[src/rtl/mdu_pkg.sv]
// ---------------------------------------------------------------------------
// mdu_pkg
// Shared definitions for the multiply/divide unit that feeds the HI/LO pair:
// operand width, operation encodings, FSM state encodings and small decode
// helpers used by the unit and its interface.
// ---------------------------------------------------------------------------
package mdu_pkg;

    localparam int WIDTH = 32;

    // Operation encodings as presented on the op bus
    localparam logic [1:0] MDU_MULT  = 2'b00;
    localparam logic [1:0] MDU_MULTU = 2'b01;
    localparam logic [1:0] MDU_DIV   = 2'b10;
    localparam logic [1:0] MDU_DIVU  = 2'b11;

    // FSM state encodings
    localparam logic [1:0] S_IDLE = 2'd0;
    localparam logic [1:0] S_RUN  = 2'd1;
    localparam logic [1:0] S_DONE = 2'd2;

    // Signed ops are the even encodings (MULT, DIV)
    function automatic logic op_is_signed(input logic [1:0] op);
        return ~op[0];
    endfunction

    // Divide ops have the upper encoding bit set
    function automatic logic op_is_div(input logic [1:0] op);
        return op[1];
    endfunction

endpackage

[src/rtl/muldiv_hilo_unit_if.sv]
// ---------------------------------------------------------------------------
// muldiv_hilo_unit_if
// Request/response bundle between the ID/EX operand path (master) and the
// multiply/divide unit (slave).
//   start, op, a, b, flush      : master -> unit (launch, opcode, operands, kill)
//   busy, done                  : unit -> master (stall, one-cycle completion)
//   hi_we, lo_we                : unit -> HI/LO registers (write strobes)
//   hi_wdata, lo_wdata          : unit -> HI/LO registers (write data)
// ---------------------------------------------------------------------------
interface muldiv_hilo_unit_if #(
    parameter int WIDTH = mdu_pkg::WIDTH
) ();

    logic             start;
    logic [1:0]       op;
    logic [WIDTH-1:0] a;
    logic [WIDTH-1:0] b;
    logic             flush;
    logic             busy;
    logic             done;
    logic             hi_we;
    logic             lo_we;
    logic [WIDTH-1:0] hi_wdata;
    logic [WIDTH-1:0] lo_wdata;

    modport master (
        output start, op, a, b, flush,
        input  busy, done, hi_we, lo_we, hi_wdata, lo_wdata
    );

    modport slave (
        input  start, op, a, b, flush,
        output busy, done, hi_we, lo_we, hi_wdata, lo_wdata
    );

endinterface

[src/rtl/mdu_sign_fix.sv]
// ---------------------------------------------------------------------------
// mdu_sign_fix
// Combinational two's-complement negation stage used on both sides of the
// unsigned iterative core.
//   i_hi, i_lo  : upper / lower halves of the value to fix
//   i_joint     : 1 = treat {i_hi,i_lo} as one double-width value (product)
//                 0 = treat the halves independently (operands, rem/quot)
//   i_neg_hi    : negate the upper half (independent mode only)
//   i_neg_lo    : negate the lower half, or the whole value in joint mode
//   o_hi, o_lo  : fixed halves
// Pre-sign use: halves are a and b, flags are their sign bits -> |a|, |b|.
// Post-sign use: halves are the core result, flags were latched at launch.
// ---------------------------------------------------------------------------
module mdu_sign_fix #(
    parameter int WIDTH = mdu_pkg::WIDTH
) (
    input  logic [WIDTH-1:0] i_hi,
    input  logic [WIDTH-1:0] i_lo,
    input  logic             i_joint,
    input  logic             i_neg_hi,
    input  logic             i_neg_lo,
    output logic [WIDTH-1:0] o_hi,
    output logic [WIDTH-1:0] o_lo
);

    localparam int DW = 2 * WIDTH;

    logic [DW-1:0]    w_cat;
    logic [DW-1:0]    w_cat_neg;
    logic [WIDTH-1:0] w_hi_neg;
    logic [WIDTH-1:0] w_lo_neg;

    assign w_cat     = {i_hi, i_lo};
    assign w_cat_neg = ~w_cat + {{(DW-1){1'b0}}, 1'b1};
    assign w_hi_neg  = ~i_hi + {{(WIDTH-1){1'b0}}, 1'b1};
    assign w_lo_neg  = ~i_lo + {{(WIDTH-1){1'b0}}, 1'b1};

    // Select negated or pass-through halves; the carry between halves only
    // matters for the joint (64-bit product) case.
    always_comb begin
        o_hi = i_hi;
        o_lo = i_lo;
        if (i_joint) begin
            if (i_neg_lo) begin
                o_hi = w_cat_neg[DW-1:WIDTH];
                o_lo = w_cat_neg[WIDTH-1:0];
            end else begin
                o_hi = i_hi;
                o_lo = i_lo;
            end
        end else begin
            if (i_neg_hi) begin
                o_hi = w_hi_neg;
            end else begin
                o_hi = i_hi;
            end
            if (i_neg_lo) begin
                o_lo = w_lo_neg;
            end else begin
                o_lo = i_lo;
            end
        end
    end

endmodule

[src/rtl/muldiv_hilo_unit.sv]
// ---------------------------------------------------------------------------
// muldiv_hilo_unit
// Iterative MULT/MULTU/DIV/DIVU unit producing one 64-bit HI/LO result per
// operation, one radix-2 step per clock (shift-add multiply, restoring
// divide) on magnitudes, with the sign applied when the result is written.
// Ports:
//   i_clk  : clock, all state changes on posedge
//   i_rst  : asynchronous active-high reset
//   bus    : slave side of muldiv_hilo_unit_if (start/op/a/b/flush in,
//            busy/done/hi_we/lo_we/hi_wdata/lo_wdata out)
// Timing: start sampled in IDLE at edge E0; result registered at E32 and
// presented with done/hi_we/lo_we for the single cycle E32..E33. A divide by
// zero skips RUN and completes at E0 with hi=a, lo=all ones.
// ---------------------------------------------------------------------------
module muldiv_hilo_unit #(
    parameter int WIDTH = mdu_pkg::WIDTH,
    parameter int CNT_W = 6
) (
    input  logic              i_clk,
    input  logic              i_rst,
    muldiv_hilo_unit_if.slave bus
);

    import mdu_pkg::*;

    localparam int DW = 2 * WIDTH;

    logic [1:0]       r_state;
    logic [CNT_W-1:0] r_cnt;
    logic [DW-1:0]    r_acc;       // MUL: {partial product, multiplier}; DIV: {remainder, dividend/quotient}
    logic [WIDTH-1:0] r_opnd;      // MUL: multiplicand; DIV: divisor
    logic             r_is_mul;
    logic             r_neg_hi;
    logic             r_neg_lo;
    logic [WIDTH-1:0] r_hi_wdata;
    logic [WIDTH-1:0] r_lo_wdata;

    logic             w_signed;
    logic             w_is_div;
    logic             w_launch;
    logic             w_div_zero;
    logic             w_last;
    logic [WIDTH-1:0] w_abs_a;
    logic [WIDTH-1:0] w_abs_b;
    logic [WIDTH:0]   w_mul_sum;
    logic [DW-1:0]    w_mul_next;
    logic [WIDTH:0]   w_div_trial;
    logic [DW-1:0]    w_div_next;
    logic [DW-1:0]    w_acc_next;
    logic [WIDTH-1:0] w_post_hi;
    logic [WIDTH-1:0] w_post_lo;

    assign w_signed   = op_is_signed(bus.op);
    assign w_is_div   = op_is_div(bus.op);
    assign w_launch   = bus.start & ~bus.flush;
    assign w_div_zero = w_is_div & (bus.b == {WIDTH{1'b0}});
    assign w_last     = (r_cnt == CNT_W'(WIDTH - 1));

    // Operand magnitudes for signed ops; raw operands otherwise
    mdu_sign_fix #(.WIDTH(WIDTH)) u_pre_sign (
        .i_hi     (bus.a),
        .i_lo     (bus.b),
        .i_joint  (1'b0),
        .i_neg_hi (w_signed & bus.a[WIDTH-1]),
        .i_neg_lo (w_signed & bus.b[WIDTH-1]),
        .o_hi     (w_abs_a),
        .o_lo     (w_abs_b)
    );

    // Shift-add multiply step: add multiplicand when the multiplier LSB is set,
    // then shift the whole accumulator right with the carry out on top.
    assign w_mul_sum  = {1'b0, r_acc[DW-1:WIDTH]}
                      + (r_acc[0] ? {1'b0, r_opnd} : {(WIDTH+1){1'b0}});
    assign w_mul_next = {w_mul_sum, r_acc[WIDTH-1:1]};

    // Restoring divide step: trial-subtract divisor from the remainder shifted
    // left by one with the next dividend bit. The dropped top bit can only be
    // set when the trial succeeds, so the kept remainder still fits WIDTH bits.
    assign w_div_trial = r_acc[DW-1:WIDTH-1] - {1'b0, r_opnd};
    assign w_div_next  = w_div_trial[WIDTH]
                       ? {r_acc[DW-2:WIDTH-1], r_acc[WIDTH-2:0], 1'b0}
                       : {w_div_trial[WIDTH-1:0], r_acc[WIDTH-2:0], 1'b1};

    assign w_acc_next = r_is_mul ? w_mul_next : w_div_next;

    // Result sign: whole product for MULT, quotient/remainder separately for DIV
    mdu_sign_fix #(.WIDTH(WIDTH)) u_post_sign (
        .i_hi     (w_acc_next[DW-1:WIDTH]),
        .i_lo     (w_acc_next[WIDTH-1:0]),
        .i_joint  (r_is_mul),
        .i_neg_hi (r_neg_hi),
        .i_neg_lo (r_neg_lo),
        .o_hi     (w_post_hi),
        .o_lo     (w_post_lo)
    );

    // Control FSM, iteration counter, datapath and registered result
    always_ff @(posedge i_clk or posedge i_rst) begin
        if (i_rst) begin
            r_state    <= S_IDLE;
            r_cnt      <= {CNT_W{1'b0}};
            r_acc      <= {DW{1'b0}};
            r_opnd     <= {WIDTH{1'b0}};
            r_is_mul   <= 1'b0;
            r_neg_hi   <= 1'b0;
            r_neg_lo   <= 1'b0;
            r_hi_wdata <= {WIDTH{1'b0}};
            r_lo_wdata <= {WIDTH{1'b0}};
        end else begin
            case (r_state)
                S_IDLE: begin
                    if (w_launch) begin
                        if (w_div_zero) begin
                            r_state    <= S_DONE;
                            r_hi_wdata <= bus.a;
                            r_lo_wdata <= {WIDTH{1'b1}};
                        end else begin
                            r_state  <= S_RUN;
                            r_cnt    <= {CNT_W{1'b0}};
                            r_is_mul <= ~w_is_div;
                            r_neg_lo <= w_signed & (bus.a[WIDTH-1] ^ bus.b[WIDTH-1]);
                            // DIV remainder follows the dividend; MULT uses r_neg_lo only
                            r_neg_hi <= w_signed & bus.a[WIDTH-1];
                            r_opnd   <= w_is_div ? w_abs_b : w_abs_a;
                            r_acc    <= {{WIDTH{1'b0}}, (w_is_div ? w_abs_a : w_abs_b)};
                        end
                    end else begin
                        r_state <= S_IDLE;
                    end
                end
                S_RUN: begin
                    if (bus.flush) begin
                        r_state <= S_IDLE;
                    end else begin
                        r_acc <= w_acc_next;
                        if (w_last) begin
                            r_state    <= S_DONE;
                            r_hi_wdata <= w_post_hi;
                            r_lo_wdata <= w_post_lo;
                        end else begin
                            r_cnt <= r_cnt + {{(CNT_W-1){1'b0}}, 1'b1};
                        end
                    end
                end
                S_DONE: begin
                    r_state <= S_IDLE;
                end
                default: begin
                    r_state <= S_IDLE;
                end
            endcase
        end
    end

    assign bus.busy     = (r_state != S_IDLE);
    assign bus.done     = (r_state == S_DONE);
    assign bus.hi_we    = (r_state == S_DONE);
    assign bus.lo_we    = (r_state == S_DONE);
    assign bus.hi_wdata = r_hi_wdata;
    assign bus.lo_wdata = r_lo_wdata;

endmodule
[src/flat_wrapper.sv]
// flat-port wrapper written by rule: the top's interface ports become plain ports
module muldiv_hilo_unit_flat import mdu_pkg::*;
#(
    parameter int WIDTH = mdu_pkg::WIDTH,
    parameter int CNT_W = 6
)
  (i_clk, i_rst, bus_start, bus_op, bus_a, bus_b, bus_flush, bus_busy, bus_done, bus_hi_we, bus_lo_we, bus_hi_wdata, bus_lo_wdata);
  muldiv_hilo_unit_if #(.WIDTH(WIDTH)) bus_i ();
  input  logic i_clk;
  input  logic i_rst;
  input wire logic [$bits(bus_i.start)-1:0] bus_start;
  input wire logic [$bits(bus_i.op)-1:0] bus_op;
  input wire logic [$bits(bus_i.a)-1:0] bus_a;
  input wire logic [$bits(bus_i.b)-1:0] bus_b;
  input wire logic [$bits(bus_i.flush)-1:0] bus_flush;
  output wire logic [$bits(bus_i.busy)-1:0] bus_busy;
  output wire logic [$bits(bus_i.done)-1:0] bus_done;
  output wire logic [$bits(bus_i.hi_we)-1:0] bus_hi_we;
  output wire logic [$bits(bus_i.lo_we)-1:0] bus_lo_we;
  output wire logic [$bits(bus_i.hi_wdata)-1:0] bus_hi_wdata;
  output wire logic [$bits(bus_i.lo_wdata)-1:0] bus_lo_wdata;
  assign bus_i.start = bus_start;
  assign bus_i.op = bus_op;
  assign bus_i.a = bus_a;
  assign bus_i.b = bus_b;
  assign bus_i.flush = bus_flush;
  assign bus_busy = bus_i.busy;
  assign bus_done = bus_i.done;
  assign bus_hi_we = bus_i.hi_we;
  assign bus_lo_we = bus_i.lo_we;
  assign bus_hi_wdata = bus_i.hi_wdata;
  assign bus_lo_wdata = bus_i.lo_wdata;
  muldiv_hilo_unit #(.WIDTH(WIDTH), .CNT_W(CNT_W)) u_core (.i_clk(i_clk), .i_rst(i_rst), .bus(bus_i));
endmodule
[config.mk]
export PLATFORM = sky130hd
export DESIGN_NAME = muldiv_hilo_unit_flat
export DESIGN_NICKNAME = d
export VERILOG_FILES = /design/src/rtl/mdu_pkg.sv /design/src/rtl/muldiv_hilo_unit_if.sv /design/src/rtl/mdu_sign_fix.sv /design/src/rtl/muldiv_hilo_unit.sv /design/src/flat_wrapper.sv
export SDC_FILE = /design/constraint.sdc
export NUM_CORES = 1
export LEC_CHECK = 0
export CAP_MARGIN = 20
export CORE_MARGIN = 5
export CORE_UTILIZATION = 45
export DETAILED_ROUTE_END_ITERATION = 8
export MAX_ROUTING_LAYER = met4
export SLEW_MARGIN = 20
export SYNTH_ARGS = -nofsm -noshare
export SYNTH_HDL_FRONTEND = slang
export SYNTH_SLANG_ARGS = --single-unit
[constraint.sdc]
create_clock -name i_clk -period 13.9 [get_ports i_clk]
set_input_delay 2.085 -clock i_clk [delete_from_list [all_inputs] [get_ports i_clk]]
set_output_delay 2.085 -clock i_clk [all_outputs]
set_load 0.02 [all_outputs]
After elaboration in Yosys (flattened, before gate mapping)
Cells that the tools add are included.
W data, S select, Z words.
{"block": "classes", "order_cmp": 0, "addsub": 8, "n_bitwise": 15, "n_mux": 37, "n_div": 0, "eq_ne": 10, "shift": 0, "n_mul": 0, "n_reduce_logical": 8}
{"op": "$mux W32", "count": 19}
{"op": "$mux W64", "count": 5}
{"op": "$add A32 B1 Y32 const B", "count": 4}
{"op": "$not A32 Y32", "count": 4}
{"op": "$pmux W32 S2", "count": 2}
{"op": "$pmux W64 S2", "count": 1}
{"op": "$add A64 B1 Y64 const B", "count": 1}
{"op": "$not A64 Y64", "count": 1}
{"op": "$add A32 B33 Y33", "count": 1}
{"op": "$sub A33 B32 Y33", "count": 1}
{"op": "$logic_not A32 Y1", "count": 1}
{"op": "$mux W6", "count": 4}
{"op": "$pmux W6 S2", "count": 1}
{"op": "$reduce_and A5 Y1", "count": 2}
{"op": "$mux W2", "count": 4}
{"op": "$add A6 B1 Y6 const B", "count": 1}
{"op": "$eq A6 B5 Y1 const B", "count": 1}
{"op": "$ne A2 B1 Y1 const B", "count": 3}
{"op": "$ne A2 B2 Y1 const B", "count": 3}
{"op": "$and A1 B1 Y1", "count": 5}
{"op": "$not A1 Y1", "count": 4}
{"op": "$pmux W2 S2", "count": 1}
{"op": "$reduce_and A4 Y1", "count": 1}
{"op": "$reduce_bool A2 Y1", "count": 2}
{"op": "other kinds (6)", "count": 6}
{"block": "totals", "mem_bits_ro": 0, "mem_count": 0, "latchBits": 0, "output_inout_bits": 68, "register_bits": 171, "ramBits": 0}

Logic depth before layout (Yosys ltp)
{"block": "logic_depth", "ltp_word": 10, "mapped_depth": 27, "depth_no_buf": 24}

Cells and area by module
From an unflattened synthesis, not the netlist that was laid out.
{"block": "hier_totals", "cells_unflattened": 2005, "area_unflattened_um2": 16544.6}
{"mod": "muldiv_hilo_unit", "seq_area_each_um2": 4279.1, "area_per_inst_um2": 12973.7, "instances": 1, "cells_each": 1491}
{"mod": "mdu_sign_fix", "seq_area_each_um2": 0.0, "area_per_inst_um2": 1785.5, "instances": 2, "cells_each": 257}

Worst setup path after synthesis
No wires, ideal clock.
{"block": "synth_path", "path_type": "flip-flop to flip-flop", "start": "reg u_core.r_acc[54]", "end": "reg u_core.r_hi_wdata[30] (netlist: u_core.bus.hi_wdata[30])", "slack_ps": 8111, "synth_period_minus_slack_ps": 5789, "n_path_buf": 4, "stages_incl_launch_ff": 26, "arrival_time_ps": 5720, "setup_time_ps": 69, "path_cell_list": "dfrtp_1 > ha_1 > buf_6 > a21o_1 > a31o_1 > a221oi_2 > o21bai_1 > or3_1 > buf_2 > nand2_1 > clkbuf_1 > nor2_1 > a21oi_1 > ha_1 > o21ai_0 > nand2b_1 > or2_2 > nor3_1 > nand3_1 > o21ba_2 > clkbuf_1 > nor2_1 > or4b_1 > or2_1 > a211o_1 > nand3_1"}
{"block": "synth_via", "elab_chain_cells": 10, "elab_cells_between_ends": 14}
{"item": "start: declaration", "line_no": "muldiv_hilo_unit.sv:30", "rtl": "logic [DW-1:0] r_acc;"}
{"item": "start signal: assignment", "line_no": "muldiv_hilo_unit.sv:102", "rtl": "r_acc <= {DW{1'b0}};"}
{"item": "start signal: assignment", "line_no": "muldiv_hilo_unit.sv:125", "rtl": "r_acc <= {{WIDTH{1'b0}}, (w_is_div ? w_abs_a : w_abs_b)};"}
{"item": "start signal: assignment", "line_no": "muldiv_hilo_unit.sv:135", "rtl": "r_acc <= w_acc_next;"}
{"item": "$sub A33 B32 Y33", "line_no": "muldiv_hilo_unit.sv:79", "rtl": "assign w_div_trial = r_acc[DW-1:WIDTH-1] - {1'b0, r_opnd};"}
{"item": "$mux W64", "line_no": "muldiv_hilo_unit.sv:81", "rtl": "? {r_acc[DW-2:WIDTH-1], r_acc[WIDTH-2:0], 1'b0}"}
{"item": "$mux W64 *", "line_no": "muldiv_hilo_unit.sv:84", "rtl": "assign w_acc_next = r_is_mul ? w_mul_next : w_div_next;"}
{"item": "$not A64 Y64 or $not A32 Y32 (tied branches)", "line_no": "mdu_sign_fix.sv:34, mdu_sign_fix.sv:35"}
{"item": "$add A64 B1 Y64 or $add A32 B1 Y32 (tied branches)", "line_no": "mdu_sign_fix.sv:34, mdu_sign_fix.sv:35"}
{"item": "$mux W32 (on tied branches)", "line_no": "mdu_sign_fix.sv:44, mdu_sign_fix.sv:52"}
{"item": "$mux W32 *", "line_no": "mdu_sign_fix.sv:43", "rtl": "if (i_joint) begin"}
{"item": "$mux W32 *", "line_no": "muldiv_hilo_unit.sv:136", "rtl": "if (w_last) begin"}
{"item": "$mux W32 *", "line_no": "muldiv_hilo_unit.sv:132", "rtl": "if (bus.flush) begin"}
{"item": "$pmux W32 S2 *", "line_no": "muldiv_hilo_unit.sv:110", "rtl": "case (r_state)"}
{"item": "end signal: assignment", "line_no": "muldiv_hilo_unit.sv:107", "rtl": "r_hi_wdata <= {WIDTH{1'b0}};"}
{"item": "end signal: assignment", "line_no": "muldiv_hilo_unit.sv:115", "rtl": "r_hi_wdata <= bus.a;"}
{"item": "end signal: assignment", "line_no": "muldiv_hilo_unit.sv:138", "rtl": "r_hi_wdata <= w_post_hi;"}
{"item": "end: declaration", "line_no": "muldiv_hilo_unit.sv:35", "rtl": "logic [WIDTH-1:0] r_hi_wdata;"}
Mark *: on every way between the ends. The rest lies on a longest branch, timed or not. The select of a mux whose other input is x is not followed.
A chain may end at the register's enable or synchronous reset.

Worst setup path in the final report
{"block": "layout_path", "start": "reg u_core.r_acc[48]", "end": "reg u_core.r_hi_wdata[30] (netlist: u_core.bus.hi_wdata[30])"}
Same word-level chain as after synthesis.

==> results.py <==
metrics = {
    "clocking": {
        "clk_pin_slew_ps": 80,
        "clockBufferDepth": 2,
        "clock_latency_ps": 470,
        "ctsHoldBuffers": 0,
        "numCtsBuffers": 17,
        "cts-root-buf": "clkbuf_16",
        "cts_max_level": 4,
        "postCtsSetupBuffers": 0,
        "cts_resized": 0,
        "cts_tree": "done",
        "clock_sinks": 171,
    },
    "worst_setup_path": {
        "required_ps": 14300,
        "reg2reg_to": "u_core.bus.hi_wdata[30]",
        "ff2ff_path_depth": 21,
        "cp-start-kind": "flip-flop",
        "crit_type": "reg2reg",
        "crit_path_max_fanout": 19,
        "r2r-start": "u_core.r_acc[48]",
        "critPathCaptureType": "flip-flop",
        "cp_data_arrival_time_ps": 7660,
        "r2r_slack_ps": 6640,
    },
    "synth": {
        "synthArstFlopShare": 1.00,
        "ys_seq_area_frac": 0.270,
        "syn_area_per_cell_um2": 7.44,
        "synth-warning-count": 0,
        "synth_top_area_cell": "dfrtp_1",
        "ys_ff_latch": 171,
        "synth_area_um2": 15800,
        "synth_ff_type": "dfrtp_1",
        "synth-edff-count": 0,
        "synthXorXnorAreaFrac": 0.0907,
        "synth_compound_area_frac": 0.274,
        "synthAdderAreaFrac": 0.0570,
        "synthMuxAreaShare": 0.0263,
        "postSynthCellCount": 2129,
        "syn_nets": 2270,
        "synth_area_leaders": "dfrtp_1 (27%), a21oi_1 (7.1%), o21ai_0 (7.1%)",
        "ys_types": 92,
        "synth_top_family_by_area": "compound AO/OA/AOI/OAI gates",
        "synthSimpleGateAreaFrac": 0.233,
        "netlist.area_leader.share": 0.270,
    },
    "floorplan": {
        "die_w_um": 198,
        "core-area_um2": 34600,
        "floorplan.initialDensity": 0.457,
        "pin_count": 138,
        "die_y_um": 198,
        "rows": 68,
        "die-area_um2": 39000,
    },
    "grt": {
        "met2_usage": 0.481,
        "grt_max_degree": 100,
        "use_met1": 0.476,
        "grt-busiest-layer": "met2",
        "antenna_found_initial": 0,
        "grt_overflow_total": 0,
        "grt_pass1_vias": 15400,
        "grt_first_pass_wirelength_um": 95800,
        "use_met3": 0.0423,
        "track_usage": 0.327,
    },
    "routing": {
        "drc": 0,
        "vias": 16500,
        "wl_per_cell_um": 23.8,
        "first_pass_iters": 5,
        "drt-initial-drc-count": 1563,
        "ant_nets": 0,
        "wl_um": 63000,
        "vias_per_cell": 6.20,
    },
    "hold_path": {
        "hp-class": "reg2reg",
        "whs_path_depth": 2,
        "holdCritStartpoint": "u_core.bus.hi_wdata[5]",
        "hold_path_end": "u_core.bus.hi_wdata[5]",
    },
    "place": {
        "place_congestion": 0.966,
        "io_buffers": 137,
        "post-dp-hpwl_um": 48800,
    },
    "sta": {
        "fin_crit_sh": 0.522,
        "grt_setup_unrepaired": "no",
        "finalCriticalPeriod_ps": 7260,
        "skew_ps": 23.8,
        "finalSetupTns_ps": 0,
        "hold_viol": 0,
        "slew_headroom": 0.297,
        "worstMarginPinSlew_ps": 1040,
        "max_freq_mhz": 138,
        "setup_viol": 0,
        "drv_slew": 0,
    },
    "layout": {
        "nets": 2326,
        "fin_util": 0.522,
        "antenna_cells": 0,
        "drive_gt1_frac": 0.0491,
        "area_growth_pct": 14.2,
    },
    "outcome": {
        "status": "finished clean",
    },
    "flow_run": {
        "cap_violations": 0,
    },
    "power_and_ir_drop": {
        "power_per_cell_area_nw_per_um2": 196,
        "peakVddDrop_mv": 0.103,
        "p_leak_uw": 0.00763,
    },
}
-- report_power, final --
group          internal [uW]  switching [uW]  leakage, uW
Sequential               577             122      0.00225
Clock                    292             237     0.000304
Combinational            823            1490      0.00507
Total                   1690            1840      0.00763
-- cells by family after synthesis --
family	after synthesis
simple gates	779
compound gates	708
buf+inv	195
flops	171
xor+xnor	164
fa+ha+maj	71
mux	41
-- area by class of cell --
class | instances | area (um2)
Clock buffer | 18 | 439
Clock inverter | 14 | 180
Fill cell | 3412 | 16500
Inverter | 71 | 272
Multi-Input combinational cell | 1763 | 10800
Sequential cell | 171 | 4280
Tap cell | 455 | 569
Timing Repair Buffer | 161 | 1550
-- cell usage in the layout, fill, tap and decap left out, drive strengths merged, types with 5 or more instances in the layout --
cell type / synthesis / final
nand2: 256 / 256
o21ai: 231 / 231
a21oi: 228 / 228
nor2: 219 / 219
dfrtp: 171 / 171
clkdlybuf4s50: 0 / 136
xnor2: 105 / 105
inv: 71 / 77
ha: 69 / 69
xor2: 59 / 59
and2: 49 / 49
nor3: 46 / 46
mux2i: 36 / 36
a31oi: 36 / 36
nand3: 32 / 32
a21o: 32 / 32
a211oi: 31 / 31
nand2b: 27 / 27
and3: 25 / 25
buf: 28 / 25
nand4: 24 / 24
o211ai: 23 / 23
nor2b: 19 / 19
o31ai: 19 / 19
clkbuf: 96 / 18
or3: 17 / 17
a22o: 17 / 17
nor4: 17 / 17
or2: 13 / 13
or4: 9 / 9
o21bai: 8 / 8
o22ai: 7 / 7
o21a: 7 / 7
nor3b: 7 / 7
a211o: 7 / 7
a41oi: 5 / 5
o31a: 5 / 5
o2111ai: 5 / 5
mux2: 5 / 5
-- routing by layer --
metal	routed length (um)	part of all wire
met1	29500	0.47
met2	27600	0.44
met3	4380	0.069
met4	1580	0.025
met5	0	0
-- synthesized netlist by cell type (25+ instances only) --
library cell / count
a211oi_1: 29
a21o_1: 31
a21oi_1: 225
a31oi_1: 35
and2_1: 49
and3_1: 25
clkbuf_1: 96
dfrtp_1: 171
ha_1: 69
inv_1: 71
mux2i_1: 36
nand2_1: 256
nand2b_1: 27
nand3_1: 32
nor2_1: 219
nor3_1: 45
o21ai_0: 224
xnor2_1: 105
xor2_1: 59
-- how the worst max path moves through the flow --
stage	slack, ps	endpoint	startpoint
after floorplan	7180	u_core.bus.hi_wdata[0]	i_rst
after global placement	7100	u_core.bus.hi_wdata[30]	u_core.r_acc[48]
after detailed placement	6870	u_core.bus.hi_wdata[30]	u_core.r_acc[48]
after CTS	6830	u_core.bus.hi_wdata[30]	u_core.r_acc[48]
after global routing	6290	u_core.bus.hi_wdata[30]	u_core.r_acc[48]
final	6640	u_core.bus.hi_wdata[30]	u_core.r_acc[48]
-- flip-flops by register name, indices dropped and copies added, names as in the netlist --
name                 flops
u_core.bus.hi_wdata     32
u_core.bus.lo_wdata     32
u_core.r_acc            64
u_core.r_cnt             6
u_core.r_is_mul          1
u_core.r_neg_hi          1
u_core.r_neg_lo          1
u_core.r_opnd           32
u_core.r_state           2
-- stage by stage --
step	power, uW	cell area, um2	setup WS, ps	hold slack (ps)	instances
6_report	3540	18100	6640	491	2653
5_1_grt	3760	18100	6290	520	2653
4_1_cts	3480	18100	6830	495	2653
3_5_place_dp	2940	17500	6870	476	2621
3_3_place_gp	2940	17500	7100	469	2621
2_1_floorplan	2270	15800	7180	463	2129
-- worst max-delay path, stage by stage, from the launching register on --
cell and delay [ps]:
dfrtp_1 460, ha_1 410, a21oi_1 380, o21ai_0 260, a221oi_2 340, o21bai_1 190
or3_1 600, nand2_1 730, nor2_1 160, a21oi_1 330, ha_1 220, o21ai_0 100
nand2b_1 170, or2_2 320, nor3_1 370, nand3_1 490, o21ba_2 440, nor2_1 90
or4b_1 490, or2_1 270, a211o_1 290, nand3_1 60
Note: power is estimated with default switching activity, not from simulation.
